File: config.mk
export PLATFORM = sky130hd
export DESIGN_NAME = window_gen_3x3
export DESIGN_NICKNAME = d
export VERILOG_FILES = /design/src/rtl/window_gen_3x3.sv
export SDC_FILE = /design/constraint.sdc
export NUM_CORES = 1
export LEC_CHECK = 0
export CAP_MARGIN = 20
export CELL_PAD_IN_SITES_DETAIL_PLACEMENT = 1
export CELL_PAD_IN_SITES_GLOBAL_PLACEMENT = 1
export CORE_MARGIN = 1
export CORE_UTILIZATION = 50
export CTS_BUF_LIST = sky130_fd_sc_hd__clkbuf_4 sky130_fd_sc_hd__clkbuf_8
export DETAILED_ROUTE_END_ITERATION = 6
export PLACE_DENSITY_LB_ADDON = 0.1
export SYNTH_ARGS = -nofsm -noshare
export SYNTH_HDL_FRONTEND = slang
export SYNTH_SLANG_ARGS = --single-unit
File: constraint.sdc
create_clock -name clk -period 4.95 [get_ports clk]
set_input_delay 0.495 -clock clk [delete_from_list [all_inputs] [get_ports clk]]
set_output_delay 0.495 -clock clk [all_outputs]
set_load 0.005 [all_outputs]
File: src/rtl/window_gen_3x3.sv
// rtl/window_gen_3x3.sv - raster-to-3x3 window generator with two line buffers
//
// Takes one unsigned pixel per cycle in raster order and presents a
// registered 3x3 neighbourhood for the downstream sharpening MAC. Every tap
// is zero-extended to PIX_W+1 bits, so the MAC can treat it as signed.
// The stall input is the MAC's own stall, which keeps this stage and the MAC
// frozen together.
//
// Ports
//   clk        in   clock
//   reset      in   synchronous, active-high; wins over stall and in_valid
//   stall      in   freeze: nothing is accepted and no register changes
//   in_valid   in   in_pixel is valid this cycle
//   in_pixel   in   [PIX_W-1:0] unsigned pixel, raster order
//   win        out  [0:2][0:2][PIX_W:0] taps; row 0 = oldest line,
//                   col 2 = newest pixel; MSB (sign) is always 0
//   win_valid  out  win holds a complete in-image window
//   frame_done out  1-cycle pulse together with the last window of a frame
module window_gen_3x3 #(
  parameter int IMG_W = 64,
  parameter int IMG_H = 64,
  parameter int PIX_W = 8
) (
  input  logic                        clk,
  input  logic                        reset,
  input  logic                        stall,
  input  logic                        in_valid,
  input  logic [PIX_W-1:0]            in_pixel,
  output logic [0:2][0:2][PIX_W:0]    win,
  output logic                        win_valid,
  output logic                        frame_done
);

  localparam int CW = $clog2(IMG_W);
  localparam int RW = $clog2(IMG_H);

  localparam logic [CW-1:0] COL_LAST = CW'(IMG_W - 1);
  localparam logic [RW-1:0] ROW_LAST = RW'(IMG_H - 1);
  localparam logic [CW-1:0] COL_TWO  = CW'(2);
  localparam logic [RW-1:0] ROW_TWO  = RW'(2);

  logic [CW-1:0]               col_q, col_d;
  logic [RW-1:0]               row_q, row_d;
  logic [0:2][0:2][PIX_W:0]    win_q, win_d;
  logic                        win_valid_q, win_valid_d;
  logic                        frame_done_q, frame_done_d;

  // lb0 holds the previous line, lb1 the line before that, both indexed by
  // column. Never cleared: a location is always rewritten before any window
  // that depends on it can be flagged valid.
  logic [PIX_W-1:0]            lb0_q [IMG_W];
  logic [PIX_W-1:0]            lb1_q [IMG_W];

  logic                        accept;
  logic                        col_last;
  logic                        row_last;

  assign accept   = in_valid & ~stall;
  assign col_last = (col_q == COL_LAST);
  assign row_last = (row_q == ROW_LAST);

  always_comb begin
    col_d        = col_q;
    row_d        = row_q;
    win_d        = win_q;
    win_valid_d  = win_valid_q;
    frame_done_d = frame_done_q;

    if (!stall) begin
      if (in_valid) begin
        for (int i = 0; i < 3; i++) begin
          win_d[i][0] = win_q[i][1];
          win_d[i][1] = win_q[i][2];
        end
        // Line buffer reads see the value from before this cycle's write.
        win_d[0][2] = {1'b0, lb1_q[col_q]};
        win_d[1][2] = {1'b0, lb0_q[col_q]};
        win_d[2][2] = {1'b0, in_pixel};

        // Columns 0..1 of a new row still carry taps from the previous row;
        // requiring col>=2 keeps those windows unflagged.
        win_valid_d  = (row_q >= ROW_TWO) && (col_q >= COL_TWO);
        frame_done_d = row_last && col_last;

        if (col_last) begin
          col_d = '0;
          row_d = row_last ? '0 : row_q + RW'(1);
        end else begin
          col_d = col_q + CW'(1);
        end
      end else begin
        win_valid_d  = 1'b0;
        frame_done_d = 1'b0;
      end
    end
  end

  always_ff @(posedge clk) begin
    if (reset) begin
      col_q        <= '0;
      row_q        <= '0;
      win_q        <= '0;
      win_valid_q  <= 1'b0;
      frame_done_q <= 1'b0;
    end else begin
      col_q        <= col_d;
      row_q        <= row_d;
      win_q        <= win_d;
      win_valid_q  <= win_valid_d;
      frame_done_q <= frame_done_d;
    end
  end

  always_ff @(posedge clk) begin
    if (!reset && accept) begin
      lb1_q[col_q] <= lb0_q[col_q];
      lb0_q[col_q] <= in_pixel;
    end
  end

  assign win        = win_q;
  assign win_valid  = win_valid_q;
  assign frame_done = frame_done_q;

endmodule

---- After elaboration in Yosys (flattened, before gate mapping) ----
Memory sizes are Yosys's and may differ from the RTL's. A register that Yosys moved wholly into a read port is not among the register bits.
Index checks and enable logic that the tools add are counted.
storage, ports and cells
  bits in registers ....................... 78
  bits in writable memories ............... 1,024
  input port bits ......................... 12
  memories ................................ 2
memory list
  name   depth  bits a word  rd ports  clocked after memory_dff  wr ports  line  RTL
  lb0_q  64     8            1         1                         1         51    logic [PIX_W-1:0] lb0_q [IMG_W];
  lb1_q  64     8            1         1                         1         52    logic [PIX_W-1:0] lb1_q [IMG_W];
cells by class
  add/sub/neg operators ................... 2
  muxes and demuxes ....................... 8
  bitwise operators ....................... 2
  magnitude comparators ................... 2
  reduce and logical (&&, ||, !) cells .... 6
  equal/unequal tests ..................... 2
operators with widths
  operator                                             number
  two-way mux 6 bit                                    4
  adder 6 x 1 -> 6 bit, second input constant          2
  equality test 6 bit, second input constant           2
  >= comparator 6 x 2 -> 1 bit, second input constant  2
  two-way mux 1 bit                                    4
  logical AND 1 bit                                    3
  AND reduction 3 bit                                  1
  AND reduction 2 bit                                  1
  AND 1 bit                                            1
  zero test 1 bit                                      1
  NOT 1 bit                                            1

---- Depth between registers and ports, before layout ----
Gate-level depths: netlist of run 1.
  depth after elaboration ................. 5
  depth in mapped cells ................... 11
  depth with buffers taken out ............ 7

---- Least setup slack after synthesis of run 1 ----
OpenSTA, ideal clock, no wires.
  path type ............................... register to register
  start point ............................. register with a tool-made name
  end point ............................... memory lb1_q[0][2], data pin
  clock period less this slack ............ 4.001 ns
  stages on the path, launching flop included .. 9
  arrival ................................. 3.453 ns
  buffers on the path ..................... 4
  setup slack ............................. 0.949 ns
  data required time ...................... 4.402 ns
  cell sequence ........................... dfxtp_1 -> buf_4 -> buf_4 -> buf_4 -> clkbuf_1 -> mux4_2 -> a221oi_1 -> a21o_1 -> a21oi_1
RTL lines
  what       line
  to (decl)  52

==> results of run 1 <==
logic make-up after synthesis:
logic type               count (synthesis)  share of synthesized area
flip-flops                            1116                      0.758
multiplexers                           316                      0.125
AO/OA/AOI/OAI                          361                     0.0582
AND/OR/NAND/NOR                        375                     0.0379
other                                    1                  0.0000872
buffers and inverters                  157                     0.0176
XOR/XNOR                                10                    0.00204
adder cells (fa/ha/maj)                  4                    0.00116
worst paths after layout:
| check | from | to | slack (ns) | cells after the start |
|---|---|---|---|---|
| max | flop | lb1_q[6][0] | 1.06 | 8 |
| min reg2reg | win[50] | win[50] | 0.46 | 2 |
| min | in_pixel[1] | win[1] | 0.31 | 4 |
| max reg2reg | flop | lb1_q[6][0] | 1.06 | 8 |
state kept, by name, summed over array words and instances (netlist names), named ones only:
name,flops
lb0_q,512
lb1_q,512
win,72
col_q,6
row_q,6
frame_done,1
win_valid,1
layer usage:
| metal | track usage | routed length [um] |
|---|---|---|
| met3 | 0.0575 | 11300 |
| met5 | 0 | 13 |
| met4 | 0.0902 | 3170 |
| met1 | 0.417 | 51400 |
| met2 | 0.465 | 60100 |
cell usage after synthesis, types with 23 or more instances:
cell,number
o21ai_0,40
nand2_1,166
mux2_2,23
clkbuf_1,69
mux4_2,171
a21oi_1,99
edfxtp_1,1024
dfxtp_1,92
buf_2,49
mux2i_1,119
a22oi_1,46
nor2_1,120
layout make-up:
cell class | count | area [um^2] | area share
multi-input cells | 1075 | 9760 | 0.198
repair buffers | 225 | 2000 | 0.0405
clock inverters | 81 | 539 | 0.0109
flip-flops and latches | 1116 | 32600 | 0.661
inverters | 3 | 11.3 | 0.000228
clock buffers | 247 | 2970 | 0.0603
diodes | 3 | 7.51 | 0.000152
well taps | 1144 | 1430 | 0.0290
where the power goes:
| part | switching (W) | internal (W) |
|---|---|---|
| Combinational | 0.000623 | 0.000334 |
| Sequential | 0.0000641 | 0.0104 |
| Clock | 0.00366 | 0.00417 |
| Total | 0.00434 | 0.0149 |
worst register-to-register path, delay by kind of cell (launching register included):
kind / cells / cell delay (ns)
and+or+nand+nor: 3 / 1.16
DFF: 1 / 0.84
AOI/OAI and AO/OA: 3 / 0.61
buffers and inverters: 2 / 0.95
through the flow:
step | hold slack [ns] | total power [W] | util | instances | area (um^2)
6_report | 0.306 | 0.0192 | 0.579 | 3894 | 49300
5_1_grt | 0.311 | 0.0198 | 0.579 | 3893 | 49300
4_1_cts | 0.248 | 0.0194 | 0.579 | 3891 | 49300
3_5_place_dp | 0.451 | 0.0116 | 0.538 | 3562 | 45800
3_3_place_gp | 0.441 | 0.0116 | 0.538 | 3562 | 45800
2_1_floorplan | 0.453 | 0.0112 | - | 2348 | 43000
placed cells by master (no fill, tap or decap), types with 46 or more instances in the layout:
cell	instances
buf_4	129
clkbuf_8	179
mux2i_1	119
nor2_1	118
edfxtp_1	1024
clkinv_1	48
mux4_2	171
a22oi_1	46
nand2_1	162
clkdlybuf4s50_1	76
a21oi_1	95
clkbuf_4	68
dfxtp_1	86
==> results.tsv, run 1 <==
stage	metric	value	unit
timing	setup_viol	0	
setup_path	path_buf_inv	2	
route	routedWlPerCell	32.4	um
timing	max-slew-margin-rel	0.252	
synthesis	synthFlopType	edfxtp_1	
setup_path	cp_max_fo	40	
cts	htree_num_levels	4	
cts	cts.clk_slew.worst_paths	0.06	ns
pwr	vdd_drop_max	0.000274	V
grt	grt_pass1_wl	179	mm
timing	fmaxAchievable	257	MHz
cts	cts.sinks	1116	
place	hpwl	76.3	mm
setup_path	critPathSlowestCell	dfxtp_4	
synthesis	syn_inst	2340	
timing	finalHoldViolCount	0	
setup_path	setup.worst_path.class	flop to flop	
setup_path	critPathMaxStageDelay	0.84	ns
timing	worst_pin_slew	1.12	ns
hold_path	hp-class	input pin to flop	
setup_path	cp_cell_sequence	buf_4, nor2b_1, nand2b_1, o22ai_1, a311oi_1, a21o_1, nand2_2, buf_4	
route	antenna_left	0	
route	drt_iter0_drc	2365	
pwr	p_per_area	390	nW/um^2
timing	fin_tns_setup	0	ns
route	dr.pass1.iters	5	
timing	slew_viol_final	0	
synthesis	synth.area.top_cells	edfxtp_1 72%, mux4_2 9.0%, dfxtp_1 4.3%	
cts	post_cts_resized	0	
synthesis	syn_area_per_cell	18.4	um^2
cts	cts_hold_buf	1	
die	initial_utilization	0.505	
grt	grt_max_degree	77	
route	drc	0	
timing	fin_crit_sh	0.785	
pwr	p_leak	15.5	nW
route	via_per_inst	6.19	
setup_path	cp_top_family	simple AND/OR/NAND/NOR gates	
synthesis	seq_area_frac_synth	0.758	
synthesis	synth_edf_count	1024	
outcome	status	finished clean	
synthesis	mappedNetlistArea	43000	um^2
layout	syn_to_final_growth	14.7	%
synthesis	yosys_warnings	0	
cts	cts_buffers	179	
setup_path	startpoint_type	flop	
cts	clock_latency	0.88	ns
cts	post_cts_buffers	0	
layout	drive_above_1_share	0.238	
cts	clockBufferDepth	3	
die	chipWidth	295	um
timing	fin_crit	3.89	ns
synthesis	async_flop_share	0	
grt	grt_usage	0.294	
place	io_buffers	85	
timing	rsz0062_at_grt	false	
grt	grt_pass1_vias	24461	
flow_run	drv_cap	0	
place	dpl_worst_slack	1.05	ns
route	wirelength	126	mm
die	core	85100	um^2
die	core.rowCount	107	
cts	clockRootBuffer	clkbuf_8	
setup_path	crit_path_frequent_cell	buf_4	
die	ios	95	
route	vias	24097	
grt	antenna_found_initial	3	
die	die-area	87200	um^2
place	place_congestion	0.857	
setup_path	required	5.53	ns
setup_path	worstSetupEndpointType	flop	
synthesis	synth_top_area_share	0.715	
timing	skew	0.0464	ns
layout	fillers	7632	
timing	fin_ws	1.06	ns
synthesis	yosysTopAreaCell	edfxtp_1	
grt	grt_overflow	0	
die	die_y	295	um
layout	nets	2616	
synthesis	ys_ff_latch	1116	
cts	cts_tree	built	
setup_path	crit_arrival	4.47	ns
synthesis	ys_types	58	
(Power assumes the default switching activity.)
==> inputs of run 2 (changes only) <==
clock period = 3.59 ns   (was 4.95 ns; I/O delays follow)
==> run 2 against run 1 <==
  * The run now ends with DRC left
  * Total power up 38%
  * Highest routed layer unchanged
  * Sequential power up 38%
  * Register-to-register slack worse by 1.0 ns
  * Sequential share of layout area down 1.3 points
  * First-iteration DRC count up 15%
  * Via count up 1.9%
  * Critical path depth unchanged
  * Critical path type unchanged
  * Sequential cell count unchanged
  * Clock skew up 0.0014 ns
  * Cell area up 2.0%
  * Clock power up 37%
==> results.tsv, run 2 (synthesis results as in run 1) <==
stage	metric	value	unit
grt	grt_pass1_vias	24988	
cts	clockBufferDepth	3	
timing	skew	0.0478	ns
cts	htree_num_levels	4	
timing	fmaxAchievable	283	MHz
setup_path	cp_max_fo	37	
place	io_buffers	85	
layout	stdcell_count	3972	
grt	antenna_found_initial	3	
route	drt_iter0_drc	2716	
setup_path	cp_top_family	compound AO/OA/AOI/OAI gates	
route	dr.pass1.iters	7	
layout	fillers	7554	
die	ios	95	
die	chipWidth	295	um
timing	worst_pin_slew	1.17	ns
route	vias	24550	
layout	nets	2695	
timing	slew_viol_final	0	
setup_path	crit_arrival	4.25	ns
grt	grt_overflow	0	
setup_path	critPathMaxStageDelay	0.86	ns
route	antenna_left	0	
setup_path	path_buf_inv	2	
hold_path	hp-class	input pin to flop	
grt	grt_usage	0.299	
setup_path	cp_cell_sequence	buf_12, mux2_2, a221o_1, a22oi_1, nor2_1, a2111oi_0, buf_4, a211oi_1	
layout	utilization	0.591	
setup_path	required	4.31	ns
setup_path	critPathSlowestCell	a2111oi_0	
cts	cts.sinks	1116	
place	place_congestion	0.886	
cts	cts.clk_slew.worst_paths	0.06	ns
outcome	violations	DRC	
die	die_y	295	um
pwr	vdd_drop_max	0.000391	V
place	dp.cells	3633	
die	die-area	87200	um^2
pwr	p_leak	16.0	nW
die	initial_utilization	0.505	
cts	cts_tree	built	
layout	fin_area	50300	um^2
setup_path	startpoint_type	flop	
die	core.rowCount	107	
place	hpwl	80.6	mm
timing	finalHoldViolCount	0	
grt	grt_pass1_wl	181	mm
setup_path	worstSetupEndpointType	flop	
route	via_per_inst	6.18	
outcome	status	finished with violations	
timing	fin_crit	3.53	ns
timing	max-slew-margin-rel	0.218	
layout	regArea	32600	um^2
die	core	85100	um^2
cts	cts_buffers	177	
layout	final_common_cell	edfxtp_1	
timing	fin_tns_setup	0	ns
route	drc	1	
flow_run	drv_cap	0	
setup_path	setup.worst_path.class	flop to flop	
cts	clockRootBuffer	clkbuf_8	
layout	drive_above_1_share	0.260	
timing	rsz0062_at_grt	false	
pwr	p_per_area	528	nW/um^2
layout	syn_to_final_growth	17.0	%
route	routedWlPerCell	32.2	um
grt	grt_max_degree	80	
route	wirelength	128	mm
layout	multiInputGateArea	9760	um^2
timing	setup_viol	0	
place	placed_cell_area	46700	um^2
timing	fin_crit_sh	0.983	
cts	clock_latency	0.88	ns
layout	final_cell_mix	1024 x edfxtp_1, 187 x clkbuf_8, 174 x buf_4	
run 2: worst register-to-register path, delay by kind of cell, from the launching register on:
family | cells | cell delay, ns
compound gates | 4 | 1.42
buf+inv | 2 | 0.65
flops | 1 | 0.85
mux | 1 | 0.39
simple gates | 1 | 0.07
run 2: stage by stage:
stage / hold WS [ns] / total power [W] / setup WS, ns
after global routing: 0.0605 / 0.0273 / 0.0377
after detailed placement: 0.448 / 0.0161 / 0.110
after global placement: 0.443 / 0.0161 / 0.164
after CTS: 0.0508 / 0.0267 / 0.0703
final: 0.0538 / 0.0266 / 0.0603
after floorplan: 0.453 / 0.0154 / 0.434
run 2: worst paths after layout:
check / from / slack (ns) / to / cells past startpoint
worst max-delay path: col_q[2] / 0.06 / win[55] / 8
worst min-delay path: in_pixel[3] / 0.05 / lb0_q[31][3] / 1
worst max register to register: col_q[2] / 0.06 / win[55] / 8
worst min register to register: win[79] / 0.45 / win[79] / 2
run 2: repair_timing:
item | 4_1_cts | 5_1_grt
setup buffers | 0 | 0
gates resized for setup | 0 | 0
hold buffers | 3 | 3
hold endpoints to repair | 50 | 21
run 2: cell type report:
class,count,area share
Sequential cell,1116,0.648
Multi-Input combinational cell,1075,0.194
Clock buffer,252,0.0609
Timing Repair Buffer,306,0.0595
Tap cell,1144,0.0285
Clock inverter,74,0.00858
Inverter,3,0.000224
Antenna cell,2,0.0000995
run 2: power breakdown:
part           switching [W]  internal (W)  total [W]
Sequential         0.0000863        0.0143     0.0144
Clock                0.00494       0.00572     0.0107
Combinational       0.000927      0.000570    0.00150
run 2: metal layers:
metal | part of all wire | track usage
met2 | 0.48 | 0.470
met5 | 0.000063 | 0
met3 | 0.085 | 0.0655
met1 | 0.41 | 0.419
met4 | 0.028 | 0.0948
==> inputs of run 3 (changes only) <==
CORE_MARGIN = 3   (was 1)
CTS_CLUSTER_SIZE = 14   (was not set)
GPL_TIMING_DRIVEN = 0   (was not set)
==> run 3 against run 2 <==
  * The flow finishes with violations (setup timing)
  * Fmax down 3.9%
  * Total power increased by 2.2%
  * Utilization is 2.3 points higher
  * Non-clock buffer count up 60
  * Highest routed layer unchanged
  * Routed wire length rose by 12%
  * Worst hold slack better by 0.014 ns
  * Critical path type unchanged
  * Clock power rose by 4%
  * Sequential share of layout area shrank 1.9 points
==> results.tsv, run 3 (synthesis results as in run 1) <==
stage	metric	value	unit
cts	clock_latency	0.89	ns
grt	grtUsageMet1	0.429	
setup_path	critPathMaxStageDelay	0.54	ns
grt	grt_pass1_wl	198	mm
grt	top_usage_layer	met2	
route	dr.pass1.iters	5	
layout	final_cell_mix	1024 x edfxtp_1, 190 x clkbuf_8, 171 x mux4_2	
layout	drive_above_1_share	0.278	
timing	max-slew-margin-rel	0.198	
cts	cts_buffers	178	
layout	nets	2757	
outcome	status	finished with violations	
timing	skew	0.0649	ns
pwr	p_leak	16.4	nW
die	initial_utilization	0.509	
die	chipWidth	299	um
setup_path	cp_max_fo	19	
setup_path	r2r_setup_slack	-0.08	ns
setup_path	r2r_start	col_q[2]	
timing	setup_viol	65	
grt	grt_pass1_vias	26634	
layout	fillers	7395	
setup_path	crit_arrival	4.20	ns
grt	grt_usage	0.318	
setup_path	critPathCapture	lb1_q[45][6]	
die	die_y	299	um
setup_path	worstSetupEndpointType	flop	
route	wirelength	143	mm
setup_path	setup.worst_path.start	col_q[2]	
timing	fin_ws	-0.0812	ns
route	routedWlPerCell	35.5	um
setup_path	startpoint_type	flop	
hold_path	hp-class	input pin to flop	
cts	cts.sinks	1116	
route	via_per_inst	6.46	
route	antenna_left	0	
timing	rsz0062_at_grt	true	
cts	clockBufferDepth	3	
cts	clockRootBuffer	clkbuf_8	
timing	fmaxAchievable	272	MHz
timing	finalHoldViolCount	0	
setup_path	r2r_end	lb1_q[45][6]	
timing	fin_tns_setup	-2.68	ns
setup_path	setup.worst_path.class	flop to flop	
flow_run	drv_cap	0	
setup_path	ff2ff_path_depth	7	
cts	cts_tree	built	
setup_path	crit_path_frequent_cell	buf_2	
place	placed_cell_area	46900	um^2
timing	fin_crit_sh	1.02	
route	drc	0	
timing	fin_crit	3.67	ns
pwr	vdd_drop_max	0.000406	V
die	die-area	89600	um^2
place	place_congestion	0.956	
layout	syn_to_final_growth	20.5	%
timing	worst_pin_slew	1.20	ns
pwr	p_per_area	523	nW/um^2
route	vias	26028	
timing	slew_viol_final	0	
place	io_buffers	85	
setup_path	cp_cell_sequence	buf_2, buf_2, buf_4, buf_2, nand3_2, nor2_4, buf_8	
layout	final_common_cell	edfxtp_1	
place	hpwl	93.8	mm
die	core	84500	um^2
setup_path	required	4.12	ns
grt	met3_usage	0.0817	
die	ios	95	
grt	grt_overflow	0	
die	core.rowCount	106	
setup_path	critPathSlowestCell	nand3_2	
grt	grt_max_degree	63	
layout	fin_area	51800	um^2
cts	htree_num_levels	4	
cts	cts.clk_slew.worst_paths	0.06	ns
outcome	violations	setup timing	
route	drt_iter0_drc	3609	
grt	antenna_found_initial	11	
grt	use_met2	0.490	
==> run 3: worst min-delay path by stage <==
stage | startpoint | endpoint | depth (start not counted)
3_5_place_dp | win[19] | win[19] | 2
6_report | in_pixel[6] | lb0_q[30][6] | 1
5_1_grt | in_pixel[6] | lb0_q[30][6] | 1
4_1_cts | in_pixel[6] | lb0_q[26][6] | 1
2_1_floorplan | frame_done | frame_done | 2
3_3_place_gp | win[77] | win[77] | 2
==> run 3: metal layers <==
layer / vias up / part of all wire
met4: 4 / 0.049
met5: - / 0.00020
met2: 1796 / 0.46
met1: 13563 / 0.38
li1: 10250 / -
met3: 415 / 0.11
==> run 3: stage by stage <==
step | total power [W] | instances | utilization | hold slack (ns) | setup WS (ns)
2_1_floorplan | 0.0154 | 2348 | - | 0.453 | 0.434
3_3_place_gp | 0.0161 | 3567 | 0.536 | 0.442 | -1.73
3_5_place_dp | 0.0162 | 3639 | 0.556 | 0.447 | -0.888
4_1_cts | 0.0271 | 4014 | 0.611 | 0.00262 | 0.0252
5_1_grt | 0.0279 | 4023 | 0.613 | 0.0654 | -0.0840
6_report | 0.0271 | 4026 | 0.613 | 0.0674 | -0.0812
==> run 3: layout make-up <==
class,count,area [um^2],share of cell area
antenna,5,12.5,0.000241
buffer,149,782,0.0151
clock buffer,258,3130,0.0603
clock inverter,68,484,0.00934
inverter,3,11.3,0.000217
multi-input combinational,1076,10300,0.198
sequential,1116,32600,0.629
tap,1134,1420,0.0274
timing repair buffer,217,3130,0.0603
==> run 3: repair_timing <==
action | 4_1_cts | 5_1_grt
endpoints found under the hold margin | 71 | 0
setup endpoints to repair | 1257 | 244
pin swaps | 30 | 4
buffers inserted | 47 | 6
hold buffers | 6 | 0
cloned | 0 | 1
resized for setup | 69 | 28
==> run 3: power by group <==
group	leakage [nW]	internal [W]	total, W	switching (W)
registers	9.95	0.0143	0.0143	0.0000337
clock network	1.92	0.00603	0.0111	0.00507
logic	4.53	0.000557	0.00168	0.00112
==> run 3: worst max-delay path: cells and delay by family, from the launching register on <==
kind	cells	cell delay [ns]
buf+inv	5	1.98
flops	1	0.30
simple gates	2	1.04
==> RTL edit 1 (flow settings as in run 2) <==
Set the parameter `PIX_W` to 6 (it was 8).
--- a/src/rtl/window_gen_3x3.sv
+++ b/src/rtl/window_gen_3x3.sv
@@ -19,7 +19,7 @@
 module window_gen_3x3 #(
   parameter int IMG_W = 64,
   parameter int IMG_H = 64,
-  parameter int PIX_W = 8
+  parameter int PIX_W = 6
 ) (
   input  logic                        clk,
   input  logic                        reset,
Interface: changed (resized in_pixel and win); port bits go from 95 to 75. No check against the original RTL was run, so the function may have changed too.
==> RTL edit 1 against run 2 <==
Area after synthesis is 24% lower. Combinational power fell by 27%. Via count decreased by 24%. Worst setup slack worse by 0.017 ns. Critical path type unchanged. Wire length fell by 25%. Highest routed layer is now met4. Cell area down 25%. Sequential cell count is 274 lower. Sequential share of layout area decreased by 0.11 points. Power decreased by 23%. First-iteration DRC count fell by 38%. Count of clock-buffer cells in the layout fell by 47.
==> RTL edit 1: results (changes against run 2) <==
| Metric | Value |
|---|---|
| Status | `completed (was finished with violations)` |
| Routed wire per std cell | `31.3 µm (was 32.2 µm)` |
| Hold path startpoint | `reset (was in_pixel[3])` |
| Worst Skew | `0.0345 ns (was 0.0478 ns)` |
| Post-synth top cells | `edfxtp_1, nand2_1, mux4_2 (was edfxtp_1, mux4_2, nand2_1)` |
| WHS | `0.0952 ns (was 0.0538 ns)` |
| Setup Slack @ Placement | `0.102 ns (was 0.110 ns)` |
| Clock Latency Late Sink | `0.80 ns (was 0.88 ns)` |
| Largest net degree at the start of global routing | `66 (was 80)` |
| DRT Pass-1 Iters | `5 (was 7)` |
| GRT Total Usage | `29.2% (was 29.9%)` |
| Main area contributors after synthesis | `edfxtp_1, mux4_2, dfxtp_1 (unchanged)` |
| Seq/Total Area, Yosys | `75.3% (was 75.8%)` |
| # nets final | `2091 (was 2695)` |
| Maximum vdd drop | `0.382 mV (was 0.391 mV)` |
| Actual slew at the worst max-slew pin | `1.04 ns (was 1.17 ns)` |
| Worst hold path endpoint | `win[42] (was lb0_q[31][3])` |
| Hpwl dp | `60.2 mm (was 80.6 mm)` |
| Arrival time worst endpoint | `4.01 ns (was 4.25 ns)` |
| XOR/XNOR Fraction of Synth Area | `0.242% (was 0.204%)` |
| Via count | `18634 (was 24550)` |
| Mux cell area share after synthesis | `12.1% (was 12.5%)` |
| Hold path cells | `2 (was 1)` |
| Adder-Cell Fraction of Synth Area | `0.154% (was 0.116%)` |
| TritonCTS Buffers | `141 (was 177)` |
| Number of flops mapped to enable cells by yosys | `768 (was 1024)` |
| Worst R2R End | `lb1_q[0][3] (was win[55])` |
| Crit path max fanout | `32 (was 37)` |
| R2R Setup Slk | `0.04 ns (was 0.06 ns)` |
| Compound-Gate Fraction of Synth Area | `5.65% (was 5.82%)` |
| Port bufs | `65 (was 85)` |
## RTL edit 1: cell types whose count changed after synthesis, sizes merged, moves of 23 or more
| cell | change |
|---|---|
| nand2 | -33 |
| o21ai | -23 |
| a221oi | +29 |
| a21oi | -37 |
| edfxtp | -256 |
| mux4 | -60 |
| mux2i | -25 |
| clkbuf | -24 |
## RTL edit 1: layer usage
metal	vias to the layer above	GRT usage, %	routed length, µm
li1	7825	-	-
met1	9830	39.6	39100
met2	787	45.8	45500
met3	192	6.27	7190
met4	0	12.5	3570
met5	-	0	0
## RTL edit 1: cell type report
class	instances	area, µm²
well taps	855	1070
repair buffers	235	2080
clock inverters	50	284
diodes	2	5.00
flip-flops and latches	842	24600
fillers	5824	26500
multi-input cells	854	7440
clock buffers	205	2500
inverters	3	11.3
## RTL edit 1: worst max path at each step
stage	depth (start not counted)	slack [ns]	from	to
floorplan	7	0.57	register	lb1_q[0][0]
global placement	7	0.13	register	lb1_q[24][3]
detailed placement	7	0.10	register	lb1_q[29][3]
CTS	7	0.05	register	lb1_q[25][3]
global route	7	0.0002	register	lb1_q[0][3]
finish	7	0.04	register	lb1_q[0][3]
## RTL edit 1: per-stage QoR
stage               cells  utilization (%)
finish               3046             58.9
global route         3045             58.9
CTS                  3041             58.8
detailed placement   2786             54.5
global placement     2786             54.5
floorplan            1818                -
## RTL edit 1: critical path, cell delays in order, from the launching register on
cell,delay [ns]
dfxtp_4,0.79
buf_12,0.28
mux4_2,0.53
mux2i_1,0.43
a21oi_1,0.32
nand3_1,0.45
nand2_2,0.10
buf_4,0.27
## RTL edit 1: cells by family after synthesis
group / count (synthesis)
AOI/OAI and AO/OA: 261
xor gates and xnor gates: 9
adders and majority gates: 4
buffers and inverters: 122
DFF: 842
muxes: 245
other: 1
and+or+nand+nor: 326
## RTL edit 1: power breakdown
group | internal (mW) | total [mW] | switching [mW]
clock | 4.56 | 8.38 | 3.82
combinational | 0.395 | 1.09 | 0.698
sequential | 10.8 | 10.9 | 0.0870
total | 15.8 | 20.4 | 4.60
## RTL edit 1: repair_timing
| item | 4_1_cts | 5_1_grt |
|---|---|---|
| hold buffers | 0 | 1 |
| hold endpoints to repair | 0 | 4 |
| resized for setup | 0 | 0 |
==> RTL edit 2 (config.mk and constraints of run 2) <==
Without the edit above. Reset style: asynchronous (`reset`), changed in one clocked block.
--- a/src/rtl/window_gen_3x3.sv
+++ b/src/rtl/window_gen_3x3.sv
@@ -95,7 +95,7 @@
     end
   end
 
-  always_ff @(posedge clk) begin
+  always_ff @(posedge clk or posedge reset) begin
     if (reset) begin
       col_q        <= '0;
       row_q        <= '0;
Behaviour: differs if reset is asserted again (counterexample within 4 cycles, from zero or initial values and one cycle with reset high); with reset held inactive, the same outputs for 4 cycles.
==> RTL edit 2 against run 2 <==
Worst hold slack better by 0.046 ns. Wire length up 14%. Utilization up 0.16 points. Die area up 0.26%. Critical endpoint is now win[57]. Via count up 12%. Count of clock-buffer cells in the layout up 8. First-iteration DRC count up 20%. Sequential cell count down 6. Worst setup slack worse by 0.0016 ns. Cell area up 0.43%. Area after synthesis up 0.26%. Sequential share of layout area up 0.32 points.
Power is not compared: it rests on default switching activity, and its combinational part moved more than twofold at a synthesized area within 25%.
==> RTL edit 2: results (changes against run 2) <==
| Metric | Value |
|---|---|
| Status | `completed (was finished with violations)` |
| Routed wire per std cell | `34.4 µm (was 32.2 µm)` |
| TritonCTS Buffers | `180 (was 177)` |
| Slew headroom | `29.9% (was 21.8%)` |
| Worst Skew | `0.0478 ns (about the same)` |
| Post-route setup slack | `0.0587 ns (was 0.0603 ns)` |
| Setup Slack @ Placement | `0.0112 ns (was 0.110 ns)` |
| Met3 WL | `15.8 mm (was 10.9 mm)` |
| Main area contributors after synthesis | `edfxtp_1, dfrtp_1, mux2i_1 (was edfxtp_1, mux4_2, dfxtp_1)` |
| GRT Total Usage | `33.9% (was 29.9%)` |
| Hpwl dp | `94.5 mm (was 80.6 mm)` |
| Drt drc | `0 (was 1)` |
| GPL Wtd Cong | `0.976 (was 0.886)` |
| Adder-Cell Fraction of Synth Area | `0.116% (about the same)` |
| Asr flop ratio synth | `7.75% (was 0%)` |
| First-pass GRT wire length | `206 mm (was 181 mm)` |
| DRT met1 WL | `56.2 mm (was 52.4 mm)` |
| Compound-Gate Fraction of Synth Area | `10.3% (was 5.82%)` |
| FILL cells | `7788 (was 7554)` |
| DRT Pass-1 Iters | `5 (was 7)` |
| Largest net degree at the start of global routing | `68 (was 80)` |
| CP startpoint | `col_q[2] (unchanged)` |
| Number of DRC markers in iteration 0 | `3251 (was 2716)` |
| Placed cell area | `0.0471 mm² (was 0.0467 mm²)` |
| Mux cell area share after synthesis | `5.89% (was 12.5%)` |
RTL edit 2: cells by family (layout without fill, tap and decap cells):
logic type	Yosys count	count (layout)
xor gates and xnor gates	6	6
adders and majority gates	4	4
other	1	10
DFF	1110	1110
AOI/OAI and AO/OA	589	589
and+or+nand+nor	468	468
buffers and inverters	213	696
muxes	211	211
RTL edit 2: per-stage QoR:
step | std cells | hold slack [ns] | total power [mW] | utilization [%]
6_report | 4238 | 0.0994 | 40.0 | 59.2
5_1_grt | 4238 | 0.0775 | 41.0 | 59.2
4_1_cts | 4237 | 0.0234 | 39.9 | 59.2
3_5_place_dp | 3921 | 0.462 | 29.4 | 55.2
3_3_place_gp | 3920 | 0.458 | 29.0 | 55.2
2_1_floorplan | 2610 | 0.454 | 22.8 | -
RTL edit 2: critical path, cell delays in order (launching register included):
cell and delay [ns]:
dfrtp_4 0.76, buf_4 0.40, mux2_2 0.39, a221o_1 0.30, o2bb2ai_1 0.21, a22oi_1 0.57
nor4bb_2 0.51, a41oi_1 0.17
RTL edit 2: cell type report:
class	instances	area share, %
well taps	1144	2.83
inverters	18	0.139
diodes	1	0.00495
repair buffers	363	6.73
clock inverters	55	0.644
multi-input cells	1287	18.4
flip-flops and latches	1110	65.1
clock buffers	260	6.14
RTL edit 2: timing repair:
action / in CTS / in global routing
setup endpoints to repair: 1 / 0
hold buffers: 1 / 0
gates resized for setup: 1 / 0
hold endpoints to repair: 2 / 0
RTL edit 2: power by group:
part	switching [mW]	total [mW]	internal, mW
Clock	5.01	10.6	5.61
Sequential	0.490	16.8	16.3
Combinational	8.35	12.5	4.16
RTL edit 2: per-layer routing:
layer | up-vias | GRT usage [%]
li1 | 11155 | -
met5 | - | 0
met1 | 14330 | 45.8
met4 | 0 | 15.8
met2 | 1682 | 52.1
met3 | 311 | 8.16
